<file path="src/rtl/stack_if.sv">
// Handshake and data bundle between a stack requester and stack_ctrl.
// The requester drives the op fields; the controller returns status and popped data.
interface stack_if #(
    parameter int WIDTH = 32
);
    logic [2:0]       StackOp;
    logic             start;
    logic [WIDTH-1:0] regval;
    logic [WIDTH-1:0] PCin;
    logic [WIDTH-1:0] LMD;
    logic             done;
    logic             busy;
    logic [WIDTH-1:0] SP;
    logic             overflow;
    logic             underflow;

    modport master (
        output StackOp, start, regval, PCin,
        input  LMD, done, busy, SP, overflow, underflow
    );

    modport slave (
        input  StackOp, start, regval, PCin,
        output LMD, done, busy, SP, overflow, underflow
    );
endinterface

</file>
<file path="src/rtl/stack_ctrl.sv">
// Descending hardware stack for PUSH/POP/CALL/RET with a three-state op sequencer.
// SP == DEPTH is empty, SP == 0 is full; overflow/underflow are sticky until reset.
module stack_ctrl #(
    parameter int DEPTH = 16,
    parameter int WIDTH = 32
) (
    input  logic   clk,
    input  logic   rst,
    stack_if.slave bus
);
    localparam int AW  = (DEPTH > 1) ? $clog2(DEPTH) : 1;
    localparam int SPW = AW + 1;
    localparam logic [SPW-1:0] SP_EMPTY = SPW'(DEPTH);
    localparam logic [SPW-1:0] SP_FULL  = '0;

    localparam logic [2:0] OP_PUSH = 3'b001;
    localparam logic [2:0] OP_POP  = 3'b010;
    localparam logic [2:0] OP_CALL = 3'b011;
    localparam logic [2:0] OP_RET  = 3'b100;

    typedef enum logic [1:0] {
        S_IDLE = 2'd0,
        S_EXEC = 2'd1,
        S_DONE = 2'd2
    } state_t;

    state_t           r_state;
    state_t           w_next;

    logic [2:0]       r_op;
    logic [WIDTH-1:0] r_regval;
    logic [WIDTH-1:0] r_pc;
    logic [SPW-1:0]   r_sp;
    logic [WIDTH-1:0] r_lmd;
    logic             r_overflow;
    logic             r_underflow;
    logic [WIDTH-1:0] r_mem [DEPTH];

    logic             w_op_valid;
    logic             w_accept;
    logic             w_exec;
    logic             w_busy;
    logic             w_done;
    logic             w_is_push;
    logic             w_is_pop;
    logic             w_full;
    logic             w_empty;
    logic             w_do_push;
    logic             w_do_pop;
    logic [AW-1:0]    w_wr_addr;
    logic [AW-1:0]    w_rd_addr;
    logic [WIDTH-1:0] w_wdata;

    assign w_op_valid = (bus.StackOp == OP_PUSH) || (bus.StackOp == OP_POP) ||
                        (bus.StackOp == OP_CALL) || (bus.StackOp == OP_RET);
    assign w_accept   = (r_state == S_IDLE) && bus.start && w_op_valid;

    // State register
    always_ff @(posedge clk) begin
        if (rst) begin
            r_state <= S_IDLE;
        end else begin
            r_state <= w_next;
        end
    end

    // Next-state logic
    always_comb begin
        w_next = r_state;
        case (r_state)
            S_IDLE:  if (w_accept) w_next = S_EXEC;
            S_EXEC:  w_next = S_DONE;
            S_DONE:  w_next = S_IDLE;
            default: w_next = S_IDLE;
        endcase
    end

    // State-decoded outputs
    always_comb begin
        w_exec = 1'b0;
        w_busy = 1'b0;
        w_done = 1'b0;
        case (r_state)
            S_EXEC: begin
                w_exec = 1'b1;
                w_busy = 1'b1;
            end
            S_DONE: begin
                w_busy = 1'b1;
                w_done = 1'b1;
            end
            default: ;
        endcase
    end

    // Op fields are latched once so input changes during EXEC cannot disturb the op
    always_ff @(posedge clk) begin
        if (w_accept) begin
            r_op     <= bus.StackOp;
            r_regval <= bus.regval;
            r_pc     <= bus.PCin;
        end
    end

    assign w_is_push = (r_op == OP_PUSH) || (r_op == OP_CALL);
    assign w_is_pop  = (r_op == OP_POP)  || (r_op == OP_RET);
    assign w_full    = (r_sp == SP_FULL);
    assign w_empty   = (r_sp == SP_EMPTY);
    assign w_do_push = w_exec && w_is_push && !w_full;
    assign w_do_pop  = w_exec && w_is_pop  && !w_empty;
    // Low AW bits minus one maps SP=DEPTH onto the top slot without a wider subtract
    assign w_wr_addr = r_sp[AW-1:0] - AW'(1);
    assign w_rd_addr = r_sp[AW-1:0];
    assign w_wdata   = (r_op == OP_CALL) ? (r_pc + WIDTH'(1)) : r_regval;

    always_ff @(posedge clk) begin
        if (rst) begin
            r_sp        <= SP_EMPTY;
            r_lmd       <= '0;
            r_overflow  <= 1'b0;
            r_underflow <= 1'b0;
        end else begin
            if (w_do_push) begin
                r_sp <= r_sp - SPW'(1);
            end
            if (w_do_pop) begin
                r_sp  <= r_sp + SPW'(1);
                r_lmd <= r_mem[w_rd_addr];
            end
            if (w_exec && w_is_push && w_full) begin
                r_overflow <= 1'b1;
            end
            if (w_exec && w_is_pop && w_empty) begin
                r_underflow <= 1'b1;
            end
        end
    end

    // Storage is not reset; a reset coinciding with EXEC also drops the write
    always_ff @(posedge clk) begin
        if (!rst && w_do_push) begin
            r_mem[w_wr_addr] <= w_wdata;
        end
    end

    assign bus.LMD       = r_lmd;
    assign bus.done      = w_done;
    assign bus.busy      = w_busy;
    assign bus.SP        = WIDTH'(r_sp);
    assign bus.overflow  = r_overflow;
    assign bus.underflow = r_underflow;
endmodule

</file>
<file path="src/flat_wrapper.sv">
// flat-port wrapper written by rule: the top's interface ports become plain ports
module stack_ctrl_flat 
#(
    parameter int DEPTH = 16,
    parameter int WIDTH = 32
)
  (clk, rst, bus_StackOp, bus_start, bus_regval, bus_PCin, bus_LMD, bus_done, bus_busy, bus_SP, bus_overflow, bus_underflow);
  stack_if #(.WIDTH(WIDTH)) bus_i ();
  input  logic clk;
  input  logic rst;
  input wire logic [$bits(bus_i.StackOp)-1:0] bus_StackOp;
  input wire logic [$bits(bus_i.start)-1:0] bus_start;
  input wire logic [$bits(bus_i.regval)-1:0] bus_regval;
  input wire logic [$bits(bus_i.PCin)-1:0] bus_PCin;
  output wire logic [$bits(bus_i.LMD)-1:0] bus_LMD;
  output wire logic [$bits(bus_i.done)-1:0] bus_done;
  output wire logic [$bits(bus_i.busy)-1:0] bus_busy;
  output wire logic [$bits(bus_i.SP)-1:0] bus_SP;
  output wire logic [$bits(bus_i.overflow)-1:0] bus_overflow;
  output wire logic [$bits(bus_i.underflow)-1:0] bus_underflow;
  assign bus_i.StackOp = bus_StackOp;
  assign bus_i.start = bus_start;
  assign bus_i.regval = bus_regval;
  assign bus_i.PCin = bus_PCin;
  assign bus_LMD = bus_i.LMD;
  assign bus_done = bus_i.done;
  assign bus_busy = bus_i.busy;
  assign bus_SP = bus_i.SP;
  assign bus_overflow = bus_i.overflow;
  assign bus_underflow = bus_i.underflow;
  stack_ctrl #(.DEPTH(DEPTH), .WIDTH(WIDTH)) u_core (.clk(clk), .rst(rst), .bus(bus_i));
endmodule
</file>
<file path="config.mk">
export PLATFORM = sky130hd
export DESIGN_NAME = stack_ctrl_flat
export DESIGN_NICKNAME = d
export VERILOG_FILES = /design/src/rtl/stack_if.sv /design/src/rtl/stack_ctrl.sv /design/src/flat_wrapper.sv
export SDC_FILE = /design/constraint.sdc
export NUM_CORES = 1
export LEC_CHECK = 0
export ABC_AREA = 0
export ABC_CLOCK_PERIOD_IN_PS = 4550
export CAP_MARGIN = 0
export CORE_MARGIN = 5
export CORE_UTILIZATION = 56
export CTS_CLUSTER_DIAMETER = 40
export DETAILED_ROUTE_END_ITERATION = 12
export DONT_BUFFER_PORTS = 1
export PLACE_DENSITY = 0.82
export RECOVER_POWER = 100
export SETUP_SLACK_MARGIN = 0.02
export SKIP_CTS_REPAIR_TIMING = 1
export SLEW_MARGIN = 20
export SYNTH_ARGS = -nofsm -noshare
export SYNTH_HDL_FRONTEND = slang
export SYNTH_SLANG_ARGS = --single-unit
</file>
<file path="constraint.sdc">
create_clock -name clk -period 4.55 [get_ports clk]
set_input_delay 0.91 -clock clk [delete_from_list [all_inputs] [get_ports clk]]
set_output_delay 0.91 -clock clk [all_outputs]
set_load 0.02 [all_outputs]
</file>
* After elaboration in Yosys (flattened, before gate mapping)
Memory sizes are Yosys's and may differ from the RTL's. A register that Yosys moved wholly into a read port is not among the register bits.
Index checks and enable logic that the tools add are counted.
** Operators by class
- $add $sub $neg :: 4
- Equal/unequal tests :: 12
- Multiplexer cells :: 10
- Reduce and logical (&&, ||, !) cells :: 21
** Operators by type and width (number)
- $add A32 B1 Y32 const B :: 1
- $mux W32 :: 1
- $eq A3 B2 Y1 const B :: 4
- $mux W5 :: 2
- $logic_and A1 B1 Y1 :: 9
- $eq A3 B1 Y1 const B :: 2
- $eq A3 B3 Y1 const B :: 2
- $add A5 B1 Y5 const B :: 1
- $eq A5 B5 Y1 const B :: 1
- $logic_not A5 Y1 :: 1
- $logic_or A1 B1 Y1 :: 5
- $mux W1 :: 5
- $sub A5 B1 Y5 const B :: 1
- $pmux W2 S2 :: 1
- $sub A4 B1 Y4 const B :: 1
- $logic_not A1 Y1 :: 3
- $eq A2 B1 Y1 const B :: 1
- $eq A2 B2 Y1 const B :: 1
- $logic_not A2 Y1 :: 1
- $mux W2 :: 1
- $ne A2 B1 Y1 const B :: 1
- $reduce_bool A2 Y1 :: 1
- $reduce_or A2 Y1 :: 1
** Storage, ports and cells
- Register bits after elaboration :: 76
- RAM bits :: 512
- Bits of input ports :: 70
- Output and inout bits :: 68
- Word-level logic and storage cells :: 55
- Memories :: 1
** Memory list
- u_core.r_mem :: words 16, bits a word 32, read ports 1, clocked after memory_dff 1, write ports 1, line stack_ctrl.sv:37 : logic [WIDTH-1:0] r_mem [DEPTH];

* Longest topological paths before layout
- Depth in word-level cells :: 7
- Depth in mapped cells :: 10
- Gate-level depth less buffers :: 10

* Least setup slack after synthesis
Ideal clock, no wire load.
- Path kind :: input to register
- Start point :: in rst
- End point :: mem u_core.r_mem[15][0], enable pin
- Library setup time :: 0.502 ns
- Arrival :: 4.268 ns
- Data required time :: 4.048 ns
- Path slack :: -0.220 ns
- Cell stages on the path :: 2
- Path buffers :: 1
- Cells stage by stage :: clkbuf_1 -> nor4_1
** Between the ends
- Word-level cells in the longest chain between the ends :: 4
** RTL lines
- start: declaration :: line flat_wrapper.sv:10 : input logic rst;
- $logic_not A1 Y1 :: line stack_ctrl.sv:141 : if (!rst && w_do_push) begin
- $logic_and A1 B1 Y1 :: line stack_ctrl.sv:141
- $mux W1 :: line stack_ctrl.sv:141
- $mux W1 (implied by the code) :: line stack_ctrl.sv:142 : r_mem[w_wr_addr] <= w_wdata;
- end: declaration :: line stack_ctrl.sv:37
Every way passes these cells.

* Worst setup path after layout
- Start point :: reg u_core.r_sp[3]
- End point :: mem u_core.r_mem[15][29], enable pin
** Between the ends
- Word-level cells in the longest chain between the ends :: 6
- Elaborated cells between the ends (all ways) :: 7
- Those cells by class :: add/sub (1); mux (2); reduce/logical (4)
** RTL lines
- start: declaration :: line stack_ctrl.sv:33 : logic [SPW-1:0] r_sp;
- start signal: assignment :: line stack_ctrl.sv:124 : r_sp <= r_sp - SPW'(1);
- start signal: assignment :: line stack_ctrl.sv:127 : r_sp <= r_sp + SPW'(1);
- $logic_not A5 Y1 :: line stack_ctrl.sv:107 : assign w_full = (r_sp == SP_FULL);
- $logic_not A1 Y1 :: line stack_ctrl.sv:109 : assign w_do_push = w_exec && w_is_push && !w_full;
- $logic_and A1 B1 Y1 :: line stack_ctrl.sv:109
- $logic_and A1 B1 Y1 :: line stack_ctrl.sv:141
- $mux W1 :: line stack_ctrl.sv:141
- $mux W1 (implied by the code) :: line stack_ctrl.sv:142
Several ways; a longest one is shown, not always the timed one.

==> metrics.txt <==
Final Max Slew Viols=roughly 140; DRC Markers=0; DRT Wirelength=between 50000 and 60000 um; first-pass GRT wire length=~80000 um; reported leakage power=around 8.4 nW; Post-synth EDFFs=slightly below 600; cts bufs inserted=69; Final HPWL DP=30400 um; number of diodes=0; Buf+Inv Stages, Crit Path=2; Buffers on Ports=0; #FFs+latches synth=620; Avg Cell Area, Syn=around 20 sq um; GR Layer Usage met3=roughly 4.8%; die height=about 220 um; final setup fails=0; Crit. Startpoint=u_core.r_sp[3]; largest family of logic cells by synthesized area=multiplexers; layout cells sized above 1=approximately 22%; Worst Setup Start Kind=flop; startpoint of the worst hold path=rst; simple-gate portion of the synthesized area=approximately 3.9%; Placeable Area=between 0.04 and 0.05 sq mm; grt met2 use=between 30% and 40%; net count reported at finish=1371; clock skew=around 0.026 ns; Slew @ Worst Pin=2.33 ns; share of the synthesized area in the top cell type=between 70 and 80%; top-count cell post-synth=edfxtp_1; met1 Usage GRT=between 30% and 40%; Seq/Total Area, Yosys=about three quarters; Sink Count=620; vias in the first global route=about 13000; top cells by area, synth=edfxtp_1, mux4_2, dfxtp_1; Netlist cell types=51; root buf cell=clkbuf_16; Crit. End Element=flop; Area Growth Syn to Fin=12.2%; Max VDD drop=between 0.3 and 0.4 mV; unrepaired setup endpoints after global routing=no; die width=between 200 and 250 um; TritonCTS clock tree=done; Crit path max-delay family=buffers and inverters; failing checks=capacitance limit, slew limit; DP Cell Count=about 1800; Hold Path Class=in2reg; Reg2Reg Setup Slack=0.69 ns; slew margin rel.=-55.9%; Synth async-reset ratio=0%; post-synthesis mux area share=roughly 15%; outcome=finished, violations left; I/O pins=138; initial antenna violation count=0; vias per std cell=~6.3; # Max-Cap Violations=8; DRT antenna net count=0; final hold violations=0; FP Rows=76; routability cong.=0.844; Pwr Total=around 13 mW; Cells after Synth=~1200; H-tree depth=3; WP data required=approximately 4.7 ns; Setup Crit Path Kind=reg2reg; Post-Synth Adder-Cell Area=0.495%; Hold WS=0.391 ns; DIE AREA=about 0.048 sq mm; Netlist Area Pre-Place=roughly 0.024 sq mm; FMAX=about 260 MHz; pwr dens=approximately 480 mW/mm^2; CP cell instances=clkbuf_2 -> or4_1 -> nor4_4 -> clkbuf_1; setup TNS=0 ns; Worst-Skew Late Latency=~0.59 ns; slowest stage delay, CP=0.93 ns; Synth top cells by count=edfxtp_1, mux4_2, nor2_1; worst-path fanout max=43; CP arrival=slightly above 4 ns; cell taking the most area after synthesis=edfxtp_1; top_reg_cell synth=edfxtp_1; 1st-iter DRT viols=around 1400; grt ovf=0; Total GRT Usage=around 23%; Synth Area in Compound Gates=under 10%; fin crit share=between 80% and 90%; Tmin final=between 3 and 4 ns; Synth Area in XOR/XNOR=less than 1%; Top Usage Layer GRT=met2; CTS clk-pin slew, worst paths=0.06 ns; Ys Warns=0; non-filler instance count after layout=a little under 2000; clk buf depth=3; Starting Density=56.5%; Crit-path slowest cell=clkbuf_1; Core Util, Final=a little under two thirds; DR pass1 iterations=5; largest net degree at the start of global routing=between 90 and 100; WL/cell=about 28 um; RR Startpoint=u_core.r_sp[3]; Vias=~12000
==> cells by family after synthesis <==
family	count (synthesis)
compound gates	104
flops	620
fa+ha+maj	9
other cells	1
simple gates	185
xor+xnor	15
buf+inv	99
mux	195
==> layout by cell type, fill, tap and decap left out, types with 8 or more instances in the layout <==
| master | netlist | layout |
|---|---|---|
| a221o_1 | 32 | 32 |
| a31oi_1 | 20 | 20 |
| buf_12 | 0 | 8 |
| buf_4 | 28 | 9 |
| clkbuf_1 | 35 | 45 |
| clkbuf_16 | 0 | 70 |
| clkinv_1 | 0 | 11 |
| conb_1 | 1 | 27 |
| dfxtp_1 | 41 | 38 |
| edfxtp_1 | 579 | 579 |
| ha_1 | 8 | 8 |
| inv_1 | 11 | 11 |
| mux2_2 | 32 | 32 |
| mux2i_1 | 34 | 34 |
| mux4_2 | 129 | 129 |
| nand2_1 | 29 | 29 |
| nand3_1 | 11 | 12 |
| nand4_1 | 11 | 12 |
| nor2_1 | 72 | 68 |
| o21ai_0 | 26 | 26 |
| or3_1 | 16 | 16 |
| or4_1 | 10 | 10 |
| xnor2_1 | 12 | 12 |
==> worst register-to-register path: cells and delay by family, from the launching register on <==
family / cells / cell delay [ns]
buf+inv: 2 / 1.83
flops: 1 / 0.62
simple gates: 2 / 1.00
==> through the flow <==
step,area [sq um],setup WS [ns]
after floorplan,24400,0.421
after global placement,25300,1.34
after detailed placement,25300,1.26
after CTS,27500,1.21
after global routing,27300,0.540
final,27300,0.689
==> worst paths after layout <==
path / end / cells after the start
worst max-delay path: u_core.r_mem[15][29] / 4
worst min-delay path: u_core.r_sp[1] / 1
worst min register to register: u_core.r_state[0] / 2
worst max register to register: u_core.r_mem[15][29] / 4
==> state kept, by name (all words and copies together) (netlist names) <==
register	count
u_core.r_state	2
u_core.r_sp	5
u_core.r_mem	512
u_core.r_regval	32
u_core.bus.LMD	32
u_core.bus.underflow	1
u_core.r_pc	32
u_core.bus.overflow	1
u_core.r_op	3
==> layer usage <==
metal	part of all wire (%)	up-vias
met5	0	-
met4	2.4	0
met3	10	101
met2	52	717
met1	36	6259
li1	-	5145
==> layout make-up <==
| type | instances | area (sq um) |
|---|---|---|
| inverters | 11 | 41.3 |
| multi-input cells | 535 | 5700 |
| clock buffers | 84 | 1820 |
| flip-flops and latches | 620 | 18200 |
| well taps | 585 | 732 |
| fillers | 2819 | 15700 |
| clock inverters | 43 | 364 |
| repair buffers | 55 | 379 |
==> power by group <==
group | switching (mW) | internal (mW) | leakage, nW
registers | 0.147 | 6.49 | 5.56
logic | 0.659 | 0.431 | 1.75
clock network | 2.27 | 3.03 | 1.06
Power figures use the tool's default switching activity.
